## config.mk

```make
export PLATFORM = sky130hd
export DESIGN_NAME = lanectrl_pause_gen
export DESIGN_NICKNAME = d
export VERILOG_FILES = /design/src/rtl/lanectrl_pause_gen.sv
export SDC_FILE = /design/constraint.sdc
export NUM_CORES = 1
export LEC_CHECK = 0
export ABC_AREA = 1
export CAP_MARGIN = 5
export CORE_MARGIN = 2
export CORE_UTILIZATION = 30
export CTS_CLUSTER_SIZE = 28
export DETAILED_ROUTE_END_ITERATION = 6
export DONT_BUFFER_PORTS = 1
export HOLD_SLACK_MARGIN = 0.12
export PLACE_DENSITY = 0.46
export SLEW_MARGIN = 20
export SYNTH_ARGS = -nofsm -noshare
export SYNTH_HDL_FRONTEND = slang
export SYNTH_SLANG_ARGS = --single-unit
```

## constraint.sdc

```tcl
create_clock -name CLK -period 4.3 [get_ports CLK]
set_clock_uncertainty 0.15 [all_clocks]
set_input_delay 0.86 -clock CLK [delete_from_list [all_inputs] [get_ports CLK]]
set_output_delay 0.86 -clock CLK [all_outputs]
set_load 0.05 [all_outputs]
```

## src/rtl/lanectrl_pause_gen.sv

```systemverilog
// -----------------------------------------------------------------------------
// lanectrl_pause_gen
//
// This is the initiator side of the lane-controller clock-pause interface.
// When a training/calibration update is accepted, the block runs this
// sequence on every lane selected in LANE_MASK:
//   1. Assert HS_IO_CLK_PAUSE.
//   2. Hold it for PRE_CYCLES, so the lane-side synchroniser can settle.
//   3. Strobe DELAY_LOAD for UPD_CYCLES.
//   4. Keep the pause high for another POST_CYCLES.
//   5. Release the pause and pulse UPD_ACK.
// After the ACK, a GAP_CYCLES quiet window is enforced before the block will
// accept another request.
//
// Ports
//   CLK              PHY fabric clock (rising edge)
//   RESET            asynchronous, active-high reset
//   UPD_REQ          level request from the training FSM
//   LANE_MASK        lanes to pause/update; sampled only on acceptance
//   UPD_ACK          one-cycle completion pulse
//   BUSY             high from acceptance until the FSM is back in IDLE
//   HS_IO_CLK_PAUSE  per-lane clock pause (flop output)
//   DELAY_LOAD       per-lane delay-load strobe (flop output)
//   UPD_CNT          count of completed non-empty updates; wraps at 255
// -----------------------------------------------------------------------------
module lanectrl_pause_gen #(
  parameter int NUM_LANES   = 2,
  parameter int PRE_CYCLES  = 4,
  parameter int UPD_CYCLES  = 2,
  parameter int POST_CYCLES = 4,
  parameter int GAP_CYCLES  = 2,
  parameter int CNT_W       = 4
) (
  input  logic                 CLK,
  input  logic                 RESET,
  input  logic                 UPD_REQ,
  input  logic [NUM_LANES-1:0] LANE_MASK,
  output logic                 UPD_ACK,
  output logic                 BUSY,
  output logic [NUM_LANES-1:0] HS_IO_CLK_PAUSE,
  output logic [NUM_LANES-1:0] DELAY_LOAD,
  output logic [7:0]           UPD_CNT
);

  typedef enum logic [2:0] {
    ST_IDLE,
    ST_PRE,
    ST_LOAD,
    ST_POST,
    ST_GAP
  } state_t;

  // The last value the phase counter reaches in each state.
  localparam logic [CNT_W-1:0] PRE_LAST  = CNT_W'(PRE_CYCLES  - 1);
  localparam logic [CNT_W-1:0] UPD_LAST  = CNT_W'(UPD_CYCLES  - 1);
  localparam logic [CNT_W-1:0] POST_LAST = CNT_W'(POST_CYCLES - 1);
  localparam logic [CNT_W-1:0] GAP_LAST  = CNT_W'(GAP_CYCLES  - 1);

  state_t               state_q,   state_d;
  logic [CNT_W-1:0]     cnt_q,     cnt_d;
  logic [NUM_LANES-1:0] mask_q,    mask_d;
  logic [NUM_LANES-1:0] pause_q,   pause_d;
  logic [NUM_LANES-1:0] load_q,    load_d;
  logic                 ack_q,     ack_d;
  logic                 busy_q,    busy_d;
  logic [7:0]           upd_cnt_q, upd_cnt_d;

  // Next-state logic. The output flops take their next values from the
  // *next* state, so every output is a flop output that lines up with the
  // state it belongs to, and no combinational path reaches the pins.
  always_comb begin
    // NOTE: every signal gets a default before the case statement, so no
    // path through the block can leave a value unassigned and infer a latch.
    state_d   = state_q;
    cnt_d     = cnt_q + CNT_W'(1);
    mask_d    = mask_q;
    ack_d     = 1'b0;
    upd_cnt_d = upd_cnt_q;

    unique case (state_q)
      ST_IDLE: begin
        cnt_d = '0;
        if (UPD_REQ) begin
          if (|LANE_MASK) begin
            mask_d  = LANE_MASK;
            state_d = ST_PRE;
          end else begin
            // An empty mask gets an immediate ACK. There is no pause and no
            // gap, so a request still held high is accepted again next cycle.
            ack_d = 1'b1;
          end
        end
      end
      ST_PRE: begin
        if (cnt_q == PRE_LAST) begin
          state_d = ST_LOAD;
          cnt_d   = '0;
        end
      end
      ST_LOAD: begin
        if (cnt_q == UPD_LAST) begin
          state_d = ST_POST;
          cnt_d   = '0;
        end
      end
      ST_POST: begin
        if (cnt_q == POST_LAST) begin
          // The ACK cycle is also the first cycle of the gap.
          state_d   = ST_GAP;
          cnt_d     = '0;
          ack_d     = 1'b1;
          upd_cnt_d = upd_cnt_q + 8'd1;
        end
      end
      ST_GAP: begin
        if (cnt_q == GAP_LAST) begin
          state_d = ST_IDLE;
          cnt_d   = '0;
        end
      end
      default: begin
        state_d = ST_IDLE;
        cnt_d   = '0;
      end
    endcase

    // Pause and load both come from the same latched mask, and load is only
    // active inside the pause window. So a lane's DELAY_LOAD can never be high
    // while its HS_IO_CLK_PAUSE is low.
    pause_d = (state_d inside {ST_PRE, ST_LOAD, ST_POST}) ? mask_d : '0;
    load_d  = (state_d == ST_LOAD) ? mask_d : '0;
    busy_d  = (state_d != ST_IDLE);
  end

  // NOTE: every register here is a control flop, so all of them are cleared
  // by the asynchronous reset; a reset mid-sequence drops pause/load at once.
  always_ff @(posedge CLK or posedge RESET) begin
    if (RESET) begin
      state_q   <= ST_IDLE;
      cnt_q     <= '0;
      mask_q    <= '0;
      pause_q   <= '0;
      load_q    <= '0;
      ack_q     <= 1'b0;
      busy_q    <= 1'b0;
      upd_cnt_q <= '0;
    end else begin
      // NOTE: sequential state uses non-blocking assignments, so every flop
      // samples the values from before this edge, whatever the statement order.
      state_q   <= state_d;
      cnt_q     <= cnt_d;
      mask_q    <= mask_d;
      pause_q   <= pause_d;
      load_q    <= load_d;
      ack_q     <= ack_d;
      busy_q    <= busy_d;
      upd_cnt_q <= upd_cnt_d;
    end
  end

  assign HS_IO_CLK_PAUSE = pause_q;
  assign DELAY_LOAD      = load_q;
  assign UPD_ACK         = ack_q;
  assign BUSY            = busy_q;
  assign UPD_CNT         = upd_cnt_q;

endmodule

```

* Yosys cells after proc, flatten, opt, wreduce, memory -nomap -nowiden
Index checks and enable logic that the tools add are counted.
Operators by class: add/sub/neg operators 2, equal/unequal tests 9, muxes and demuxes 19, reduce and logical (&&, ||, !) cells 7
Operators with widths (number):
- two-way mux 3 bit | 6
- case mux 3 bit (5 select lines) | 1
- == test 3 x 2 -> 1 bit (second input constant) | 4
- two-way mux 2 bit | 5
- adder 8 x 1 -> 8 bit (second input constant) | 1
- two-way mux 4 bit | 2
- case mux 4 bit (2 select lines) | 1
- == test 3 x 1 -> 1 bit (second input constant) | 2
- nonzero test 3 bit | 2
- OR reduction 2 bit | 3
- adder 4 x 1 -> 4 bit (second input constant) | 1
- == test 4 x 1 -> 1 bit (second input constant) | 1
- == test 4 x 2 -> 1 bit (second input constant) | 1
- == test 3 bit (second input constant) | 1
- zero test 3 bit | 1
- two-way mux 1 bit | 3
- case mux 1 bit (2 select lines) | 1
- AND reduction 2 bit | 1
Storage, ports and cells: bits in registers 23, input port bits 5, output and inout bits 14, logic and storage cells 45

* Logic depth before layout (Yosys ltp)
Gate-level depths: netlist of the first run.
depth after elaboration 7, mapped depth 8, mapped depth without buffers 8

* Least setup slack after synthesis of the first run
Ideal clock, no wire load.
path type reg2out, from register upd_cnt_q[4], in the netlist UPD_CNT[4], to output UPD_CNT[4], data arrival time 0.656 ns, required time 3.290 ns, slack 2.634 ns, stages on the path, launching flop included 1, path buffers 0, path through dfrtp_1
RTL lines:
- start: declaration | RTL line 66 | logic [7:0] upd_cnt_q, upd_cnt_d;
- start signal: assignment | RTL line 157 | upd_cnt_q <= upd_cnt_d;
- end: declaration | RTL line 42 | output logic [7:0] UPD_CNT
No word-level cell between the ends.

* Final worst setup path of the first run
from register upd_cnt_q[4], in the netlist UPD_CNT[4], to output UPD_CNT[4]
No word-level cell between the ends.

==> results of run 1 <==
-- synth_stat cells, drive strengths merged --
cell | count | area [µm²]
inv | 27 | 101
o21ai | 7 | 35.0
nand2 | 39 | 159
nor2 | 14 | 70.1
nand3b | 1 | 7.51
xor2 | 6 | 52.6
a21oi | 3 | 15.0
dfrtp | 23 | 576
nand3 | 10 | 50.1
o22ai | 1 | 6.26
ha | 4 | 50.1
and2 | 2 | 12.5
nand4 | 4 | 25.0
-- layout make-up --
cell class / instances / area, µm²
multi-input combinational: 91 / 483
fill: 387 / 2420
tap: 48 / 60.1
clock inverter: 1 / 5.00
clock buffer: 3 / 41.3
sequential: 23 / 576
inverter: 27 / 101
-- cell families (layout without fill, tap and decap cells) --
logic type / count (synthesis) / count (layout) / synth area share (%)
AO/OA/AOI/OAI: 11 / 11 / 4.85
XOR/XNOR: 6 / 6 / 4.53
adder cells (fa/ha/maj): 4 / 4 / 4.32
buffers and inverters: 27 / 31 / 8.74
flip-flops: 23 / 23 / 49.6
AND/OR/NAND/NOR: 70 / 70 / 27.9
-- state kept, by name, summed over array words and instances (netlist names) --
register	cells
cnt_q	4
UPD_ACK	1
state_q	3
mask_q	2
HS_IO_CLK_PAUSE	2
BUSY	1
UPD_CNT	8
DELAY_LOAD	2
-- routing by layer --
layer	vias up	track usage, %	share of wire [%]
met2	18	20.3	49
met4	0	3.06	0
met3	0	4.94	6.4
met1	395	13.8	45
li1	440	-	-
met5	-	0	0
-- through the flow --
stage          instances  util, %
6_report             193     34.3
5_1_grt              193     34.3
4_1_cts              193     34.3
3_5_place_dp         189     33.1
3_3_place_gp         189     33.1
2_1_floorplan        141        -
-- power by group through the flow --
stage	Clock [mW]	Sequential, mW	Combinational (mW)
6_report	0.131	0.467	0.261
5_1_grt	0.147	0.481	0.306
4_1_cts	0.138	0.469	0.266
3_5_place_dp	0	0.472	0.266
3_3_place_gp	0	0.472	0.261
2_1_floorplan	0	0.456	0.213
-- path summary, 6_finish.rpt --
| kind | to |
|---|---|
| setup / recovery | UPD_CNT[4] |
| setup reg to reg | UPD_CNT[4] |
| min in group asynchronous | HS_IO_CLK_PAUSE[1] |
| hold / removal | mask_q[0] |
| hold reg to reg | mask_q[0] |
| max in group asynchronous | UPD_CNT[6] |
-- layout by cell type, fill, tap and decap left out, types with 2 or more instances in the layout --
| cell | count |
|---|---|
| dfrtp_1 | 23 |
| nor2_1 | 9 |
| a21oi_1 | 3 |
| and2_1 | 2 |
| nand2_2 | 2 |
| inv_1 | 24 |
| nand4_1 | 4 |
| nand3_1 | 10 |
| ha_1 | 4 |
| o21ai_0 | 7 |
| xor2_1 | 6 |
| inv_2 | 3 |
| nor2_2 | 4 |
| nand2_1 | 36 |
| clkbuf_8 | 3 |
==> impl_metrics.yaml, run 1 <==
logic_synthesis:
  synth_seq_cells: 23
  syn_inst: 141
  synth_fp_nets: 150
  ys_warn_count: 0
  yosysUniqueCellTypes: 18
  synth_area_um2: 1160
  synth.avg_cell_area_um2: 8.23
  ys_seq_area_share_pct: 49.6
route:
  first_pass_iters: 4
  drc: 0
  avgRoutedWirePerCell_um: 11.5
  dr.first_iter.drc_count: 41
  vias_per_cell: 4.42
  drt-total-wl_um: 2220
  ant_nets: 0
  num_vias: 853
clocking:
  cts_max_level: 1
  cts_tree: "done"
  cts.repair.resized: 0
  path_clk_slew_ns: 0.08
  ctsHoldBuffers: 0
  clockBufferDepth: 2
  cts_sinks: 23
  clock_latency_ns: 0.26
  cts-root-buf: "clkbuf_8"
  cts_setup_buffers: 0
  cts_buffers: 3
floorplanning:
  io_pins: 19
  die_w_um: 66.2
  core.rowCount: 22
  dieHeight_um: 66.2
  coreArea_um2: 3690
  die_area_um2: 4380
  initial_utilization_pct: 31.4
timing:
  relSlewSlack_pct: 41.2
  drv_slew: 0
  period_needed_ns: 1.98
  fin_crit_sh_pct: 46.1
  timing.hold.ws_ns: 0.338
  final_hold_viol_count: 0
  max_freq_ghz: 0.505
  setup_violations: 0
  worst_slack_ns: 2.32
  tightest_slew_ns: 0.881
  tns_ns: 0
  rsz0062_at_grt: "false"
final_layout:
  design_area_um2: 1270
  syn2layout_area_growth_pct: 9.17
  diodes: 0
  nNetsFinal: 155
  drive_gt1_share_pct: 10.3
power:
  p_sw_uw: 419
  power_frac_clock_pct: 15.3
  p_per_area_nw_per_um2: 678
  pwr-share-seq_pct: 54.4
  switching_share_pct: 48.8
  total_power_uw: 859
  p_leak_nw: 0.716
  combPwrFrac_pct: 30.3
  vdd_drop_max_mv: 0.494
  intPower_uw: 440
grt:
  grt_start_max_net_pins: 24
  grt_pass1_vias: 875
  antenna_found_initial: 0
  grt_pass1_wl_um: 3980
  overflow: 0
  globalRouteTotalUtil_pct: 11.9
critical_path:
  r2r_slack_ns: 2.60
  worstPathMaxFanout: 5
  criticalPathCategory: "reg2out"
  end_kind: "output pin"
  cp-startpoint: "UPD_CNT[4]"
  cp-start-kind: "flip-flop"
  cp.required_ns: 3.29
  ff2ff_path_depth: 6
  path_depth: 0
  worstPathArrival_ns: 0.97
  r2r-start: "UPD_CNT[1]"
placed_design:
  preCtsSetupSlack_ns: 2.52
  routabilityCongestion: 0.748
  placed_cell_area_um2: 1220
  io_buffer_count: 0
  dpl.hpwl_um: 1720
min_path:
  min_path_cells: 2
  hold_start: "mask_q[0]"
  hold_path_class: "reg2reg"
run:
  maxCapViolCount: 0
outcome:
  status: "complete, no violations"
No activity file was read; power rests on OpenSTA's default activity.
==> run 2: changes to the inputs <==
--- a/config.mk
+++ b/config.mk
@@ -13,7 +13,7 @@
 export DETAILED_ROUTE_END_ITERATION = 6
 export DONT_BUFFER_PORTS = 1
 export HOLD_SLACK_MARGIN = 0.12
-export PLACE_DENSITY = 0.46
+export PLACE_DENSITY = 0.47
 export SLEW_MARGIN = 20
 export SYNTH_ARGS = -nofsm -noshare
 export SYNTH_HDL_FRONTEND = slang
==> constraint.sdc (replaced) <==
create_clock -name CLK -period 1.81 [get_ports CLK]
set_clock_uncertainty 0.15 [all_clocks]
set_input_delay 0.362 -clock CLK [delete_from_list [all_inputs] [get_ports CLK]]
set_output_delay 0.362 -clock CLK [all_outputs]
set_load 0.05 [all_outputs]
==> run 2 against run 1 <==
Non-clock buffer count is 9 higher. Cell area grew 5.4%. Final cell count increased by 4.7%. Sequential share of layout area down 2.3 points. Highest routed layer unchanged. Combinational power rose to 2.9 times the previous value. Via count is 4.9% higher. Global-route usage shrank 1.4 points. Clock power is 140% higher. Critical path type is now reg2reg. Hold slack got worse by 0.19 ns. Die area unchanged. Worst setup slack worse by 2.0 ns. Core utilization increased by 1.9 points.
==> impl_metrics.yaml, run 2 (synthesized netlist as in run 1, its figures left out) <==
min_path:
  hold_path_class: "in2reg"
  hold_start: "LANE_MASK[0]"
  min_path_cells: 2
  hold_end: "mask_q[0]"
power:
  vdd_drop_max_mv: 0.948
  p_leak_nw: 0.759
  p_per_area_nw_per_um2: 1560
clocking:
  cts_max_level: 1
  path_clk_slew_ns: 0.08
  cts_tree: "done"
  cts_buffers: 3
  cts-root-buf: "clkbuf_8"
  cts_sinks: 23
  clock_latency_ns: 0.26
  cts.repair.resized: 0
  cts_setup_buffers: 0
  ctsHoldBuffers: 1
  clockBufferDepth: 2
final_layout:
  design_area_um2: 1340
  largest_reg_flops: 8
  nFillCells: 385
  fin_util_pct: 36.2
  diodes: 0
  nNetsFinal: 164
  final_cell_mix: "36 x nand2_1, 24 x inv_1, 23 x dfrtp_1"
  syn2layout_area_growth_pct: 15.1
  drive_gt1_share_pct: 14.3
  layout_commonest_cell: "nand2_1"
  regArea_um2: 576
  multi_input_area_um2: 483
  layout.cells.non_filler: 202
floorplanning:
  initial_utilization_pct: 31.4
  core.rowCount: 22
  dieHeight_um: 66.2
  die_area_um2: 4380
  coreArea_um2: 3690
  io_pins: 19
  die_w_um: 66.2
grt:
  grt_pass1_vias: 816
  overflow: 0
  grt_start_max_net_pins: 24
  grt_pass1_wl_um: 3590
  globalRouteTotalUtil_pct: 10.5
  antenna_found_initial: 0
timing:
  drv_slew: 0
  period_needed_ns: 1.46
  tns_ns: 0
  max_freq_ghz: 0.684
  final_hold_viol_count: 0
  tightest_slew_ns: 0.528
  setup_violations: 0
  relSlewSlack_pct: 64.8
  fin_crit_sh_pct: 80.7
  rsz0062_at_grt: "false"
placed_design:
  placed_cell_area_um2: 1280
  io_buffer_count: 0
  dpl.hpwl_um: 1670
  routabilityCongestion: 0.798
  post-place-cells: 197
critical_path:
  worstPathMaxFanout: 9
  critPathTopFamily: "simple AND/OR/NAND/NOR gates"
  ff2ff_path_depth: 6
  cp-start-kind: "flip-flop"
  r2r-end: "BUSY"
  path_buf_inv: 1
  cp.required_ns: 1.80
  r2r_slack_ns: 0.35
  cpPeakStageDelay_ns: 0.42
  path_common_cell: "nand2_1"
  slowest_stage: "dfrtp_1"
  r2r-start: "cnt_q[0]"
  worstPathArrival_ns: 1.46
  worstPathCellList: "ha_1 -> nand2_1 -> inv_1 -> nand2_4 -> nand2_1 -> nand3b_1"
  criticalPathCategory: "reg2reg"
  end_kind: "flip-flop"
route:
  drt-total-wl_um: 2120
  avgRoutedWirePerCell_um: 10.5
  dr.first_iter.drc_count: 32
  ant_nets: 0
  vias_per_cell: 4.43
  first_pass_iters: 4
  drc: 0
  num_vias: 895
run:
  maxCapViolCount: 0
outcome:
  status: "complete, no violations"
## run 2: final cells by class
class	count	area share [%]
flip-flops and latches	23	43.1
inverters	27	7.59
clock buffers	4	3.37
well taps	48	4.50
multi-input cells	91	36.2
repair buffers	9	5.25
## run 2: where the power goes
group | internal (mW) | total, mW | switching, mW
clock network | 0.157 | 0.311 | 0.154
logic | 0.253 | 0.763 | 0.510
registers | 0.679 | 1.01 | 0.329
total | 1.09 | 2.08 | 0.994
## run 2: stage by stage
step / worst slack, ns / hold WS, ns / power [mW]
after floorplan: 0.249 / 0.214 / 1.59
after global placement: 0.384 / 0.164 / 1.78
after detailed placement: 0.334 / 0.172 / 1.79
after CTS: 0.330 / 0.146 / 2.12
after global routing: 0.210 / 0.164 / 2.25
final: 0.349 / 0.150 / 2.08
## run 2: per-layer routing
metal / global-route usage, % / share of wire, %
met5: 0 / 0
met2: 18.0 / 49
met4: 0 / 0
met1: 13.8 / 45
met3: 3.58 / 5.9
## run 2: how the worst max path moves through the flow
stage,from,endpoint,slack (ns),depth (start not counted)
2_1_floorplan,UPD_CNT[0],UPD_CNT[4],0.25,6
3_3_place_gp,cnt_q[0],BUSY,0.38,6
3_5_place_dp,cnt_q[0],BUSY,0.33,6
4_1_cts,cnt_q[0],UPD_CNT[6],0.33,7
5_1_grt,cnt_q[0],DELAY_LOAD[1],0.21,7
6_report,cnt_q[0],BUSY,0.35,6
==> run 3: changes to the inputs <==
==> constraint.sdc (replaced) <==
create_clock -name CLK -period 1.3 [get_ports CLK]
set_clock_uncertainty 0.15 [all_clocks]
set_input_delay 0.26 -clock CLK [delete_from_list [all_inputs] [get_ports CLK]]
set_output_delay 0.26 -clock CLK [all_outputs]
set_load 0.05 [all_outputs]
==> run 3 against run 2 <==
The flow now finishes with violations (setup timing). Worst setup slack worse by 0.45 ns. Sequential power up 19%. Cell area up 30%. Largest cell class is now multi-input combinational cells. Largest power group is now combinational cells.
==> impl_metrics.yaml, run 3 (synthesized netlist as in run 1, its figures left out) <==
outcome:
  status: "complete, but fails checks"
  failed_checks: "setup timing"
route:
  avgRoutedWirePerCell_um: 11.2
  num_vias: 1020
  dr.first_iter.drc_count: 26
  drt-total-wl_um: 2580
  first_pass_iters: 4
  vias_per_cell: 4.42
  ant_nets: 0
  drc: 0
timing:
  drv_slew: 0
  worst_slack_ns: -0.0966
  final_hold_viol_count: 0
  max_freq_ghz: 0.716
  tightest_slew_ns: 0.297
  setup_violations: 16
  rsz0062_at_grt: "true"
  tns_ns: -0.837
  period_needed_ns: 1.40
  relSlewSlack_pct: 80.2
  fin_crit_sh_pct: 107
clocking:
  cts_sinks: 23
  cts-root-buf: "clkbuf_8"
  clock_latency_ns: 0.26
  cts_tree: "done"
  cts_max_level: 1
  clockBufferDepth: 2
  cts_buffers: 3
  path_clk_slew_ns: 0.09
critical_path:
  criticalPathCategory: "reg2reg"
  r2r-end: "DELAY_LOAD[0]"
  r2r_slack_ns: -0.1
  end_kind: "flip-flop"
  worstPathArrival_ns: 1.45
  cp-start-kind: "flip-flop"
  r2r-start: "cnt_q[0]"
  cp-startpoint: "cnt_q[0]"
  worstSetupEndpoint: "DELAY_LOAD[0]"
  worstPathMaxFanout: 4
  cp.required_ns: 1.35
  ff2ff_path_depth: 6
power:
  p_leak_nw: 0.906
  p_per_area_nw_per_um2: 2170
  vdd_drop_max_mv: 1.06
grt:
  grt_start_max_net_pins: 24
  overflow: 0
  globalRouteTotalUtil_pct: 12.2
  grt_pass1_wl_um: 4060
  antenna_found_initial: 0
  grt_pass1_vias: 941
final_layout:
  largest_reg_flops: 8
  nNetsFinal: 193
  diodes: 0
  multi_input_area_um2: 606
  regArea_um2: 588
  final_cell_mix: "30 x nand2_1, 26 x buf_4, 18 x inv_1"
  design_area_um2: 1730
  layout_commonest_cell: "nand2_1"
  nFillCells: 363
  syn2layout_area_growth_pct: 49.5
  drive_gt1_share_pct: 48.1
floorplanning:
  coreArea_um2: 3690
  io_pins: 19
  core.rowCount: 22
  dieHeight_um: 66.2
  die_area_um2: 4380
  die_w_um: 66.2
  initial_utilization_pct: 31.4
run:
  maxCapViolCount: 0
min_path:
  hold_path_class: "in2reg"
placed_design:
  dpl.hpwl_um: 1770
  routabilityCongestion: 0.818
  io_buffer_count: 0
  placed_cell_area_um2: 1430
==> run 3: cell count changes in the layout (fill, tap and decap cells not counted), sizes merged <==
cell         change
dlygate4sd3      +2
clkbuf           -1
clkinv           +1
buf             +27
==> run 3: power by group <==
part           switching (mW)  internal [mW]
combinational            1.26          0.859
sequential              0.237          0.963
clock                   0.238          0.214
==> run 3: per-layer routing <==
layer	up-vias	part of all wire (%)	wire, µm	global-route usage (%)
met1	482	45	1160	15.5
met3	0	3.7	95	2.21
li1	519	-	-	-
met4	0	0	0	3.57
met5	-	0	0	0
met2	19	52	1330	21.0
==> run 3: worst max-delay path, stage by stage, from the launching register on <==
cell	delay, ns
dfrtp_2	0.46
ha_4	0.20
nand4_1	0.13
nand2_1	0.11
nor2_4	0.11
nand2_2	0.07
nor2_1	0.10
==> run 3: worst min-delay path by stage <==
| stage | startpoint | to | slack [ns] | cells past startpoint |
|---|---|---|---|---|
| after floorplan | RESET | BUSY | 0.11 | 1 |
| after global placement | RESET | HS_IO_CLK_PAUSE[1] | 0.06 | 2 |
| after detailed placement | RESET | DELAY_LOAD[1] | 0.06 | 2 |
| after CTS | UPD_REQ | mask_q[0] | 0.16 | 4 |
| after global routing | UPD_REQ | mask_q[0] | 0.18 | 4 |
| final | UPD_REQ | mask_q[0] | 0.16 | 4 |
==> run 3: through the flow <==
stage	utilization, %	hold slack (ns)	std cells	power (mW)	setup slack (ns)
2_1_floorplan	-	0.111	141	2.28	-0.0183
3_3_place_gp	38.9	0.0631	213	2.81	-0.0973
3_5_place_dp	38.9	0.0642	213	2.82	-0.145
4_1_cts	44.4	0.160	229	3.51	-0.0795
5_1_grt	47.0	0.178	231	4.01	-0.152
6_report	47.0	0.163	231	3.77	-0.0966
==> run 3: final cells by class <==
type	instances	area share, %
clock buffer	3	2.38
clock inverter	1	0.289
inverter	27	5.99
multi-input combinational	91	34.9
sequential	23	33.9
tap	48	3.46
timing repair buffer	38	19.0
==> run 3: repair_timing <==
item	in CTS	in global routing
hold buffers	3	0
gates resized for setup	19	24
setup buffers	10	2
setup endpoints to repair	23	26
pin swaps	6	6
hold endpoints to repair	26	0
